<file path="src/rtl/genome_fitness_ctrl.sv">
// Evaluation sequencer for the evolvable LUT grid: loads a chromosome, sweeps all input vectors, counts matching output bits.
// Optional early abort on too many mismatches: define FIT_ABORT_EN (adds the aborted output).
module genome_fitness_ctrl #(
  parameter  int ROW      = 4,
  parameter  int COL      = 4,
  parameter  int IN       = 4,
  parameter  int OUT      = 4,
  parameter  int CFG_W    = 32,
  parameter  int SETTLE   = 2,
  parameter  int MAX_ERR  = 8,
  localparam int SEL_W    = $clog2(ROW*COL),
  localparam int CFG_BITS = ROW*COL*16 + OUT*SEL_W,
  localparam int BEATS    = (CFG_BITS + CFG_W - 1) / CFG_W,
  localparam int FW       = $clog2((2**IN)*OUT + 1)
) (
  input  logic                    clk,
  input  logic                    rst,
  input  logic                    start,
  input  logic                    reuse,
  input  logic                    cfg_valid,
  input  logic [CFG_W-1:0]        cfg_data,
  output logic                    cfg_ready,
  output logic [ROW*COL*16-1:0]   saidas_LE,
  output logic [OUT*SEL_W-1:0]    out_chrom,
  output logic [IN-1:0]           inp,
  input  logic [OUT-1:0]          out,
  output logic [IN-1:0]           tgt_addr,
  input  logic [OUT-1:0]          tgt_data,
  output logic                    busy,
  output logic                    done,
`ifdef FIT_ABORT_EN
  output logic                    aborted,
`endif
  output logic [FW-1:0]           fitness
);

  localparam int BW  = (BEATS > 1) ? $clog2(BEATS) : 1;
  localparam int STW = $clog2(SETTLE + 1);

  typedef enum logic [1:0] {IDLE, LOAD, EVAL, DONE} state_t;

  state_t               state_q;
  logic [CFG_BITS-1:0]  chrom_q, chrom_d;
  logic [BW-1:0]        beat_q;
  logic [IN-1:0]        vec_q;
  logic [STW-1:0]       set_q;
  logic [FW-1:0]        fit_q;
  logic                 busy_q, done_q, cfg_ready_q;
  logic [OUT-1:0]       diff;
  logic [FW-1:0]        miss, hit;
  logic                 sample, last_vec, stop_early;

  assign saidas_LE = chrom_q[ROW*COL*16-1:0];
  assign out_chrom = chrom_q[CFG_BITS-1 -: OUT*SEL_W];
  assign inp       = vec_q;
  assign tgt_addr  = vec_q;
  assign busy      = busy_q;
  assign done      = done_q;
  assign cfg_ready = cfg_ready_q;
  assign fitness   = fit_q;
  assign sample    = (set_q == STW'(SETTLE));
  assign last_vec  = (vec_q == {IN{1'b1}});

  // Beat b lands at chromosome bits [b*CFG_W +: CFG_W]; bits past CFG_BITS simply have no target.
  always_comb begin
    chrom_d = chrom_q;
    for (int i = 0; i < CFG_BITS; i++)
      if (i / CFG_W == int'(beat_q)) chrom_d[i] = cfg_data[i % CFG_W];
  end

  always_comb begin
    diff = out ^ tgt_data;
    miss = '0;
    for (int k = 0; k < OUT; k++) miss = miss + FW'(diff[k]);
    hit = FW'(OUT) - miss;
  end

`ifdef FIT_ABORT_EN
  logic [FW-1:0] err_q, err_d;
  logic          aborted_q;
  assign err_d      = err_q + miss;
  assign stop_early = (int'(err_d) > MAX_ERR);
  assign aborted    = aborted_q;
`else
  assign stop_early = 1'b0;
`endif

  always_ff @(posedge clk) begin
    if (rst) begin
      state_q     <= IDLE;
      chrom_q     <= '0;
      beat_q      <= '0;
      vec_q       <= '0;
      set_q       <= '0;
      fit_q       <= '0;
      busy_q      <= 1'b0;
      done_q      <= 1'b0;
      cfg_ready_q <= 1'b0;
`ifdef FIT_ABORT_EN
      err_q       <= '0;
      aborted_q   <= 1'b0;
`endif
    end else begin
      done_q <= 1'b0;
      case (state_q)
        IDLE: if (start) begin
          fit_q  <= '0;
          vec_q  <= '0;
          set_q  <= '0;
          beat_q <= '0;
          busy_q <= 1'b1;
`ifdef FIT_ABORT_EN
          err_q     <= '0;
          aborted_q <= 1'b0;
`endif
          if (reuse) state_q <= EVAL;
          else begin
            state_q     <= LOAD;
            cfg_ready_q <= 1'b1;
          end
        end
        LOAD: if (cfg_valid) begin
          chrom_q <= chrom_d;
          if (beat_q == BW'(BEATS - 1)) begin
            state_q     <= EVAL;
            cfg_ready_q <= 1'b0;
          end else beat_q <= beat_q + BW'(1);
        end
        EVAL: if (sample) begin
          set_q <= '0;
          fit_q <= fit_q + hit;
`ifdef FIT_ABORT_EN
          err_q <= err_d;
          if (stop_early) aborted_q <= 1'b1;
`endif
          if (last_vec || stop_early) begin
            state_q <= DONE;
            done_q  <= 1'b1;
          end else vec_q <= vec_q + IN'(1);
        end else set_q <= set_q + STW'(1);
        DONE: begin
          state_q <= IDLE;
          busy_q  <= 1'b0;
        end
        default: state_q <= IDLE;
      endcase
    end
  end

endmodule

</file>
<file path="config.mk">
export PLATFORM = sky130hd
export DESIGN_NAME = genome_fitness_ctrl
export DESIGN_NICKNAME = d
export VERILOG_FILES = /design/src/rtl/genome_fitness_ctrl.sv
export SDC_FILE = /design/constraint.sdc
export NUM_CORES = 1
export LEC_CHECK = 0
export BUFFER_PORTS_ARGS = -buffer_cell sky130_fd_sc_hd__buf_2
export CAP_MARGIN = 20
export CORE_ASPECT_RATIO = 1.4
export CORE_UTILIZATION = 51
export CTS_CLUSTER_SIZE = 14
export DETAILED_ROUTE_END_ITERATION = 8
export PLACE_DENSITY = 0.9
export SLEW_MARGIN = 40
export SYNTH_ARGS = -nofsm -noshare
export SYNTH_HDL_FRONTEND = slang
export SYNTH_SLANG_ARGS = --single-unit
</file>
<file path="constraint.sdc">
create_clock -name clk -period 3 [get_ports clk]
set_clock_uncertainty 0.15 [all_clocks]
set_input_delay 0.15 -clock clk [delete_from_list [all_inputs] [get_ports clk]]
set_output_delay 0.15 -clock clk [all_outputs]
set_load 0.05 [all_outputs]
</file>
### Yosys cells after proc, flatten, opt, wreduce, memory -nomap -nowiden

Index checks and enable logic that the tools add are counted.

* $add $sub $neg: 8
* equal/unequal tests: 22
* multiplexer cells: 28
* bitwise operators: 3
* reductions and logical operators: 22

Operator list (number)
* AND reduction 3 bit: 10
* equality test 4 bit (first input constant): 5
* 2-to-1 mux 4 bit: 5
* 2-to-1 mux 2 bit: 8
* inequality test 2 bit (second input constant): 8
* one-hot mux 4 bit (2 select lines): 2
* 2-to-1 mux 7 bit: 2
* one-hot mux 7 bit (2 select lines): 1
* AND reduction 5 bit: 2
* adder 4 x 1 -> 4 bit (second input constant): 2
* equality test 3 x 4 -> 1 bit (first input constant): 2
* equality test 4 bit (second input constant): 2
* one-hot mux 2 bit (4 select lines): 1
* AND reduction 4 bit: 2
* adder 7 bit: 1
* equality test 2 bit (second input constant): 3
* 2-to-1 mux 1 bit: 6
* nonzero test 2 bit: 3
* subtractor 3 x 4 -> 5 bit (first input constant): 1
* adder 3 x 1 -> 4 bit: 1
* equality test 2 x 4 -> 1 bit (first input constant): 1
* logical NOT 4 bit: 1
* one-hot mux 1 bit (2 select lines): 2
* one-hot mux 2 bit (2 select lines): 1
* other kinds (9): 11

* register bits: 294
* input bits: 45
* output and inout port bits: 290
* logic and storage cells: 100

### Depth between registers and ports, before layout

Gate-level depths: netlist (run 1).

* depth in word-level cells: 8
* gate-level depth with buffers: 11
* mapped depth without buffers: 11

### Worst setup path after synthesis (run 1)

OpenSTA, ideal clock, no wires.

* path kind: in2reg
* from: input port tgt_data[1]
* to: register fit_q[4] (netlist: fitness[4])
* setup time: 70 ps
* data arrival time: 2453 ps
* data required time: 2780 ps
* slack: 327 ps
* cell stages on the path: 11
* path buffers: 0
* cell sequence: xor2_1 fa_1 inv_1 ha_1 ha_1 inv_1 fa_1 nor2b_1 o21ai_0 or3_1 a21oi_1

* word-level cells in the longest chain between the ends: 8

Ends and longest elaborated chain
* from (decl): RTL line 28 `input logic [OUT-1:0] tgt_data,`
* bitwise XOR 4 bit: RTL line 72 `diff = out ^ tgt_data;`
* adder 1 x 1 -> 2 bit: RTL line 74 `for (int k = 0; k < OUT; k++) miss = miss + FW'(diff[k]);`
* adder 2 x 1 -> 3 bit: RTL line 74
* adder 3 x 1 -> 4 bit: RTL line 74
* subtractor 3 x 4 -> 5 bit: RTL line 75 `hit = FW'(OUT) - miss;`
* adder 7 bit: RTL line 131 `fit_q <= fit_q + hit;`
* 2-to-1 mux 7 bit: RTL line 129 `EVAL: if (sample) begin`
* one-hot mux 7 bit (2 select lines): RTL line 105 `case (state_q)`
* to (signal assigned): RTL line 131
* to (decl): RTL line 47 `logic [FW-1:0] fit_q;`

Every way passes these cells. The select of a mux whose other input is x is not followed.
A chain may end at the register's enable or synchronous reset.

### Worst setup path after layout (run 1)

* from: register state_q[1]
* to: register chrom_q[47]

* word-level cells in the longest chain between the ends: 2

Ends and longest elaborated chain
* from (decl): RTL line 42 `state_t state_q;`
* from (signal assigned): RTL line 90 `state_q <= IDLE;`
* from (signal assigned): RTL line 116 `if (reuse) state_q <= EVAL;`
* from (signal assigned): RTL line 118 `state_q <= LOAD;`
* equality test 2 x 1 -> 1 bit: RTL line 105
* AND reduction 3 bit (no source line)
* to (signal assigned): RTL line 123 `chrom_q <= chrom_d;`
* to (decl): RTL line 43 `logic [CFG_BITS-1:0] chrom_q, chrom_d;`

Every way passes these cells.

==> results_dict.tcl, run 1 <==
set metrics [dict create \
    outcome "finished with violations" \
    violations "design-rule violations, negative hold slack" \
    dr.pass1.iters 9 \
    grt_use_total_pct 31.53 \
    start_util_pct 52.59 \
    slew_viol_final 0 \
    synth_warnings 0 \
    worst_r2r_endpoint "chrom_q[47]$_SDFFE_PP0P_" \
    hold_class "primary input to flop" \
    post_route_cells_drive_above_1_share_pct 24.31 \
    antenna_found_initial 0 \
    placed_area_mm2 0.01259 \
    ys_async_sr_fraction_pct 0 \
    post-synth-top-area-cell "dfxtp_1" \
    critPathKind "flop to flop" \
    portBuffers 334 \
    clockBufferDepth 3 \
    crit_family "simple AND/OR/NAND/NOR gates" \
    worstHoldStart "rst" \
    cts_inserted_buffers 27 \
    grt_pass1_vias 10520 \
    max-vdd-ir-drop_mv 0.4683 \
    r2r_slack_ns 0.53 \
    remaining_drc_errors 20 \
    core_area_mm2 0.02071 \
    critPathRequiredTime_ns 3.22 \
    dr.first_iter.drc_count 788 \
    yosysUniqueCellTypes 43 \
    die_area_mm2 0.02196 \
    fin_nets 1753 \
    max_cap_viol_count 0 \
    tightest_slew_ns 0.8034 \
    crit_path_start_kind "flop" \
    synth_enable_flop_cells 0 \
    cp_slowest_cell "or3_1" \
    stdcell_area_mm2 0.01378 \
    final_common_cell "nand2_1" \
    tns_ns 0 \
    fmax_mhz 404.2 \
    vias_per_cell 5.550 \
    cp_max_fo 22 \
    hold_viol 4 \
    tritoncts "yes" \
    grt_overflow 0 \
    grt_start_max_net_pins 130 \
    crit_cells 7 \
    setup_viol 0 \
    routabilityCongestion 0.8581 \
    final_cell_mix "nand2_1 (554), buf_2 (333), dfxtp_1 (294), a21oi_1 (287), dlygate4sd3_1 (36)" \
    whs_path_depth 2 \
    syn_inst 1398 \
    grt_pass1_wl_um 54770 \
    r2r_cells 7 \
    finalCritPeriodShare_pct 82.47 \
    rsz0062_at_grt "false" \
    pre_cts_ws_ns 0.06817 \
    area_delta_synth_final_pct 26.53 \
    cts_sinks 294 \
    ant_nets 0 \
    leakagePower_nw 5.805 \
    cts.clk_slew.worst_paths_ns 0.07 \
    die_x_um 125.5 \
    rows 62 \
    timing.rr.start "state_q[1]$_SDFFE_PP0P_" \
    io_pins 335 \
    cts_resized 0 \
    mappedNetlistArea_mm2 0.01089 \
    holdWs_ns -0.008009 \
    ys.flop_type "dfxtp_1" \
    synth-seq-cells 294 \
    syn_avg_cell_area_um2 7.792 \
    slew_headroom_pct 46.44 \
    hpwl_um 23400 \
    vias 10900 \
    arrival_ns 2.69 \
    min_period_ns 2.474 \
    routedWlPerCell_um 18.12 \
    ys_seq_area_share_pct 54.03 \
    fillCellCount 1601 \
    worstHoldEndpoint "busy$_SDFFE_PP0P_" \
    syn-num-nets 1459 \
    fin_ws_ns 0.5259 \
    cts_max_level 1 \
    fp.dieH_um 174.9 \
    p_per_area_mw_per_mm2 620.5 \
    clk-insertion-delay-late_ns 0.52 \
    crit_path_end_kind "flop" \
    cts_root_buf "clkbuf_16" \
    crit_chain "inv_1 -> ha_1 -> nand3_1 -> or3_1 -> buf_4 -> nand2_1 -> a21oi_1" \
    synth_area_leaders "dfxtp_1 (54%), nand2_1 (19%), a21oi_1 (13%)" \
    synth.top_cell.area_share_pct 54.03 \
    path_buf_inv 2 \
    drt-total-wl_um 35570 \
    cpPeakStageDelay_ns 0.58 \
    antenna_cells 0 \
]
[cell families (layout without fill, tap and decap cells)]
family | count (synthesis) | count (layout) | synth area share (%)
flops | 294 | 294 | 54.03
mux | 7 | 7 | 0.7006
buf+inv | 144 | 453 | 5.651
compound gates | 309 | 309 | 14.54
simple gates | 621 | 621 | 22.54
xor+xnor | 7 | 7 | 0.5628
fa+ha+maj | 16 | 16 | 1.976
[sequential cells by signal, summed over array words and instances (netlist names)]
signal     flops
busy           1
chrom_q      272
cfg_ready      1
beat_q         4
done           1
set_q          2
inp            4
state_q        2
fitness        7
[cell usage after synthesis (2+ instances only)]
master / count
mux2i_1: 4
nand4_1: 3
nor2_1: 15
nand4b_1: 2
or3_1: 11
nand3_1: 10
dfxtp_1: 294
xnor2_1: 2
or2_2: 3
xor2_1: 5
nor4_1: 3
nand2b_1: 8
o21ai_0: 11
buf_2: 42
nand2_1: 554
fa_1: 2
nor3_1: 4
buf_4: 4
a21oi_1: 287
clkbuf_1: 83
ha_1: 14
inv_1: 13
nor2b_1: 3
mux2_2: 2
[how the worst max path moves through the flow]
stage                            startpoint                   endpoint  slack [ns]
global placement                tgt_data[1]    fitness[4]$_SDFFE_PP0P_        0.16
floorplan                       tgt_data[1]    fitness[4]$_SDFFE_PP0P_        0.33
global route        state_q[1]$_SDFFE_PP0P_  chrom_q[150]$_SDFFE_PP0P_        0.37
CTS                 state_q[1]$_SDFFE_PP0P_  chrom_q[143]$_SDFFE_PP0P_        0.53
finish              state_q[1]$_SDFFE_PP0P_   chrom_q[47]$_SDFFE_PP0P_        0.53
detailed placement              tgt_data[1]    fitness[4]$_SDFFE_PP0P_        0.07
[report_power, final]
part	switching (W)	internal (W)	leakage, nW
clock network	0.00143	0.00185	0.409
registers	0.0000574	0.00398	2.37
logic	0.000866	0.000360	3.03
[final cells by class]
cell class,count,area (um^2),share of cell area [%]
Clock buffer,37,763.2,5.537
Clock inverter,7,66.31,0.4811
Inverter,13,48.80,0.3540
Multi-Input combinational cell,960,4437,32.19
Sequential cell,294,5886,42.70
Tap cell,256,320.3,2.324
Timing Repair Buffer,396,2262,16.41
[worst reg2reg max path, cell delays in order, from the launching register on]
cell and delay, ns:
dfxtp_1 0.33, inv_1 0.11, ha_1 0.38, nand3_1 0.27
or3_1 0.58, buf_4 0.33, nand2_1 0.10, a21oi_1 0.07
[what timing repair did]
| action | 4_1_cts | 5_1_grt |
|---|---|---|
| hold buffers | 36 | 0 |
| setup buffers | 0 | 0 |
| setup endpoints to repair | 0 | 0 |
| hold endpoints to repair | 280 | 0 |
[stage by stage]
stage          power [W]  util [%]  std cells
2_1_floorplan   0.005014         -       1398
3_3_place_gp    0.005236     60.80       1883
3_5_place_dp    0.005283     60.80       1883
4_1_cts         0.008562     66.54       1963
5_1_grt         0.008833     66.55       1963
6_report        0.008552     66.55       1963
[routing by layer]
layer / track usage, % / vias to the layer above / wire length, um
li1: - / 5064 / -
met1: 35.53 / 5047 / 12630
met2: 54.19 / 619 / 17480
met3: 6.093 / 165 / 3199
met4: 20.73 / 0 / 2259
met5: 0 / - / 0
Power figures use the tool's default switching activity.
==> inputs of run 2 (changes only) <==
--- a/config.mk
+++ b/config.mk
@@ -5,13 +5,14 @@
 export SDC_FILE = /design/constraint.sdc
 export NUM_CORES = 1
 export LEC_CHECK = 0
+export ABC_AREA = 1
 export BUFFER_PORTS_ARGS = -buffer_cell sky130_fd_sc_hd__buf_2
 export CAP_MARGIN = 20
 export CORE_ASPECT_RATIO = 1.4
-export CORE_UTILIZATION = 51
+export CORE_UTILIZATION = 46
 export CTS_CLUSTER_SIZE = 14
 export DETAILED_ROUTE_END_ITERATION = 8
-export PLACE_DENSITY = 0.9
+export PLACE_DENSITY = 0.87
 export SLEW_MARGIN = 40
 export SYNTH_ARGS = -nofsm -noshare
 export SYNTH_HDL_FRONTEND = slang
==> constraint.sdc (replaced) <==
create_clock -name clk -period 2.2 [get_ports clk]
set_clock_uncertainty 0.15 [all_clocks]
set_input_delay 0.11 -clock clk [delete_from_list [all_inputs] [get_ports clk]]
set_output_delay 0.11 -clock clk [all_outputs]
set_load 0.05 [all_outputs]
==> results_dict.tcl, run 2 <==
set metrics [dict create \
    outcome "completed" \
    grt_pass1_vias 9974 \
    post-synth-top-area-cell "dfxtp_1" \
    portBuffers 334 \
    yosysUniqueCellTypes 34 \
    gr-max-usage-layer "met2" \
    cts_sinks 294 \
    finalCritPeriodShare_pct 97.19 \
    final_cell_mix "nor2_1 (572), buf_2 (332), dfxtp_1 (294), o21ai_0 (263), nand2_1 (58)" \
    hold_class "primary input to flop" \
    r2r_slack_ns 0.17 \
    fp.dieH_um 184.7 \
    cts_inserted_buffers 27 \
    mappedNetlistArea_mm2 0.01096 \
    regMostFlops "chrom_q" \
    setup_viol 0 \
    fmax_mhz 467.7 \
    antenna_found_initial 1 \
    io_pins 335 \
    ys.flop_type "dfxtp_1" \
    arrival_ns 2.43 \
    synth-seq-cells 294 \
    place_inst 1993 \
    synth_warnings 0 \
    grt_pass1_wl_um 52650 \
    largest_reg_flops 272 \
    post_route_cells_drive_above_1_share_pct 24.82 \
    hold_viol 0 \
    dr.first_iter.drc_count 709 \
    cts_max_level 1 \
    grt_start_max_net_pins 110 \
    grtUsageMet1_pct 30.61 \
    worst_r2r_endpoint "chrom_q[18]$_SDFFE_PP0P_" \
    synth_enable_flop_cells 0 \
    die_x_um 132.5 \
    timing.rr.start "state_q[1]$_SDFFE_PP0P_" \
    r2r_cells 9 \
    synth_common_cells "nor2_1 (573), dfxtp_1 (294), o21ai_0 (264)" \
    dr.pass1.iters 5 \
    min_period_ns 2.138 \
    syn_inst 1427 \
    drt-total-wl_um 35070 \
    fin_ws_ns 0.06174 \
    syn_avg_cell_area_um2 7.683 \
    core_area_mm2 0.02329 \
    cp_max_fo 2 \
    vias_per_cell 5.182 \
    finalPower_w 0.01234 \
    leakagePower_nw 6.654 \
    start_util_pct 47.08 \
    antenna_cells 0 \
    p_per_area_mw_per_mm2 879.8 \
    fin_nets 1816 \
    slew_viol_final 0 \
    hpwl_um 23560 \
    cts.clk_slew.worst_paths_ns 0.06 \
    routabilityCongestion 0.8652 \
    remaining_drc_errors 0 \
    tightest_slew_ns 0.6833 \
    syn-num-nets 1488 \
    worstHoldEndpoint "fitness[0]$_SDFFE_PP0P_" \
    critPathRequiredTime_ns 2.49 \
    grtUsageMet3_pct 4.785 \
    yosysMostFrequentCell "nor2_1" \
    crit_path_end_kind "flop" \
    die_area_mm2 0.02446 \
    clockBufferDepth 3 \
    final_core_util_pct 60.22 \
    tns_ns 0 \
    synth_area_leaders "dfxtp_1 (54%), nor2_1 (20%), o21ai_0 (12%)" \
    worstHoldStart "out[0]" \
    ys_seq_area_share_pct 53.69 \
    slew_headroom_pct 54.38 \
    max_cap_viol_count 0 \
    critPathKind "primary input to flop" \
    tritoncts "yes" \
    synth.top_cell.area_share_pct 53.69 \
    rows 66 \
    stdcell_count 2079 \
    routedWlPerCell_um 16.87 \
    pre_cts_ws_ns -0.4614 \
    cts_root_buf "clkbuf_16" \
    ant_nets 0 \
    grt_use_met2_pct 49.43 \
    crit_start "out[1]" \
    max-vdd-ir-drop_mv 0.7153 \
    whs_path_depth 6 \
    crit_path_start_kind "primary input" \
    clk-insertion-delay-late_ns 0.54 \
    area_delta_synth_final_pct 27.93 \
    grt_overflow 0 \
    ys_async_sr_fraction_pct 0 \
    grt_use_total_pct 27.28 \
    rsz0062_at_grt "true" \
    vias 10770 \
    final_common_cell "nor2_1" \
]
## run 2: cell count changes after synthesis, moves of 8 or more
cell      before  now
or3_1         11    0
a21oi_1      287   11
buf_4          4   13
o21ai_0       11  264
clkbuf_1      83   38
o21ai_1        0   15
inv_1         13   37
buf_6          1   12
buf_2         42   22
nand2b_1       8    0
nand2_1      554   59
buf_1          1   16
inv_2          0   12
nor2_1        15  573
## run 2: worst max-delay path, stage by stage
cell and delay, ns:
buf_6 0.10, xor2_2 0.17, fa_1 0.55, inv_2 0.05, ha_4 0.15, ha_4 0.27, inv_2 0.04, fa_2 0.36
inv_2 0.07, nand2_2 0.05, nand2_1 0.06, nand2_1 0.07, nor2_2 0.15, nand2_1 0.08, nor2_1 0.10, nor2_1 0.06
## run 2: through the flow
stage	area (um^2)	hold WS, ns
finish	14020	0.1549
global route	14020	0.1771
CTS	13990	0.1391
detailed placement	12770	0.2859
global placement	12770	0.2772
floorplan	11010	0.03833
## run 2: cell families (layout without fill, tap and decap cells)
group / count (synthesis) / after routing / synth area share, %
adders and majority gates: 16 / 16 / 1.963
and+or+nand+nor: 659 / 659 / 23.24
DFF: 294 / 294 / 53.69
AOI/OAI and AO/OA: 297 / 297 / 13.71
xor gates and xnor gates: 7 / 7 / 0.5592
buffers and inverters: 154 / 500 / 6.848
## run 2: final cells by class
cell class              instances  area, um^2
repair buffers                403        2332
fillers                      1993        9263
multi-input cells             979        4387
inverters                      50       192.7
clock inverters                 9       87.58
clock buffers                  38       757.0
flip-flops and latches        294        5886
well taps                     306       382.9
## run 2: report_power, final
part | switching [W] | internal (W)
clock network | 0.00201 | 0.00252
registers | 0.000133 | 0.00552
logic | 0.00158 | 0.000570
## run 2: per-layer routing
layer	wire (um)	vias to the layer above
li1	-	5177
met1	12980	4962
met3	2693	110
met2	17760	524
met4	1637	0
met5	0	-
## run 2: repair_timing
| action | 4_1_cts | 5_1_grt |
|---|---|---|
| hold buffers | 37 | 0 |
| endpoints found under the hold margin | 288 | 0 |
| setup buffers | 0 | 2 |
| endpoints found under the setup margin | 0 | 2 |
| gates resized for setup | 0 | 6 |
## run 2: worst max path at each step
stage	endpoint	cells past startpoint
6_report	fitness[6]$_SDFFE_PP0P_	16
5_1_grt	fitness[6]$_SDFFE_PP0P_	16
4_1_cts	fitness[6]$_SDFFE_PP0P_	16
3_5_place_dp	fitness[6]$_SDFFE_PP0P_	17
3_3_place_gp	fitness[6]$_SDFFE_PP0P_	16
2_1_floorplan	fitness[6]$_SDFFE_PP0P_	15
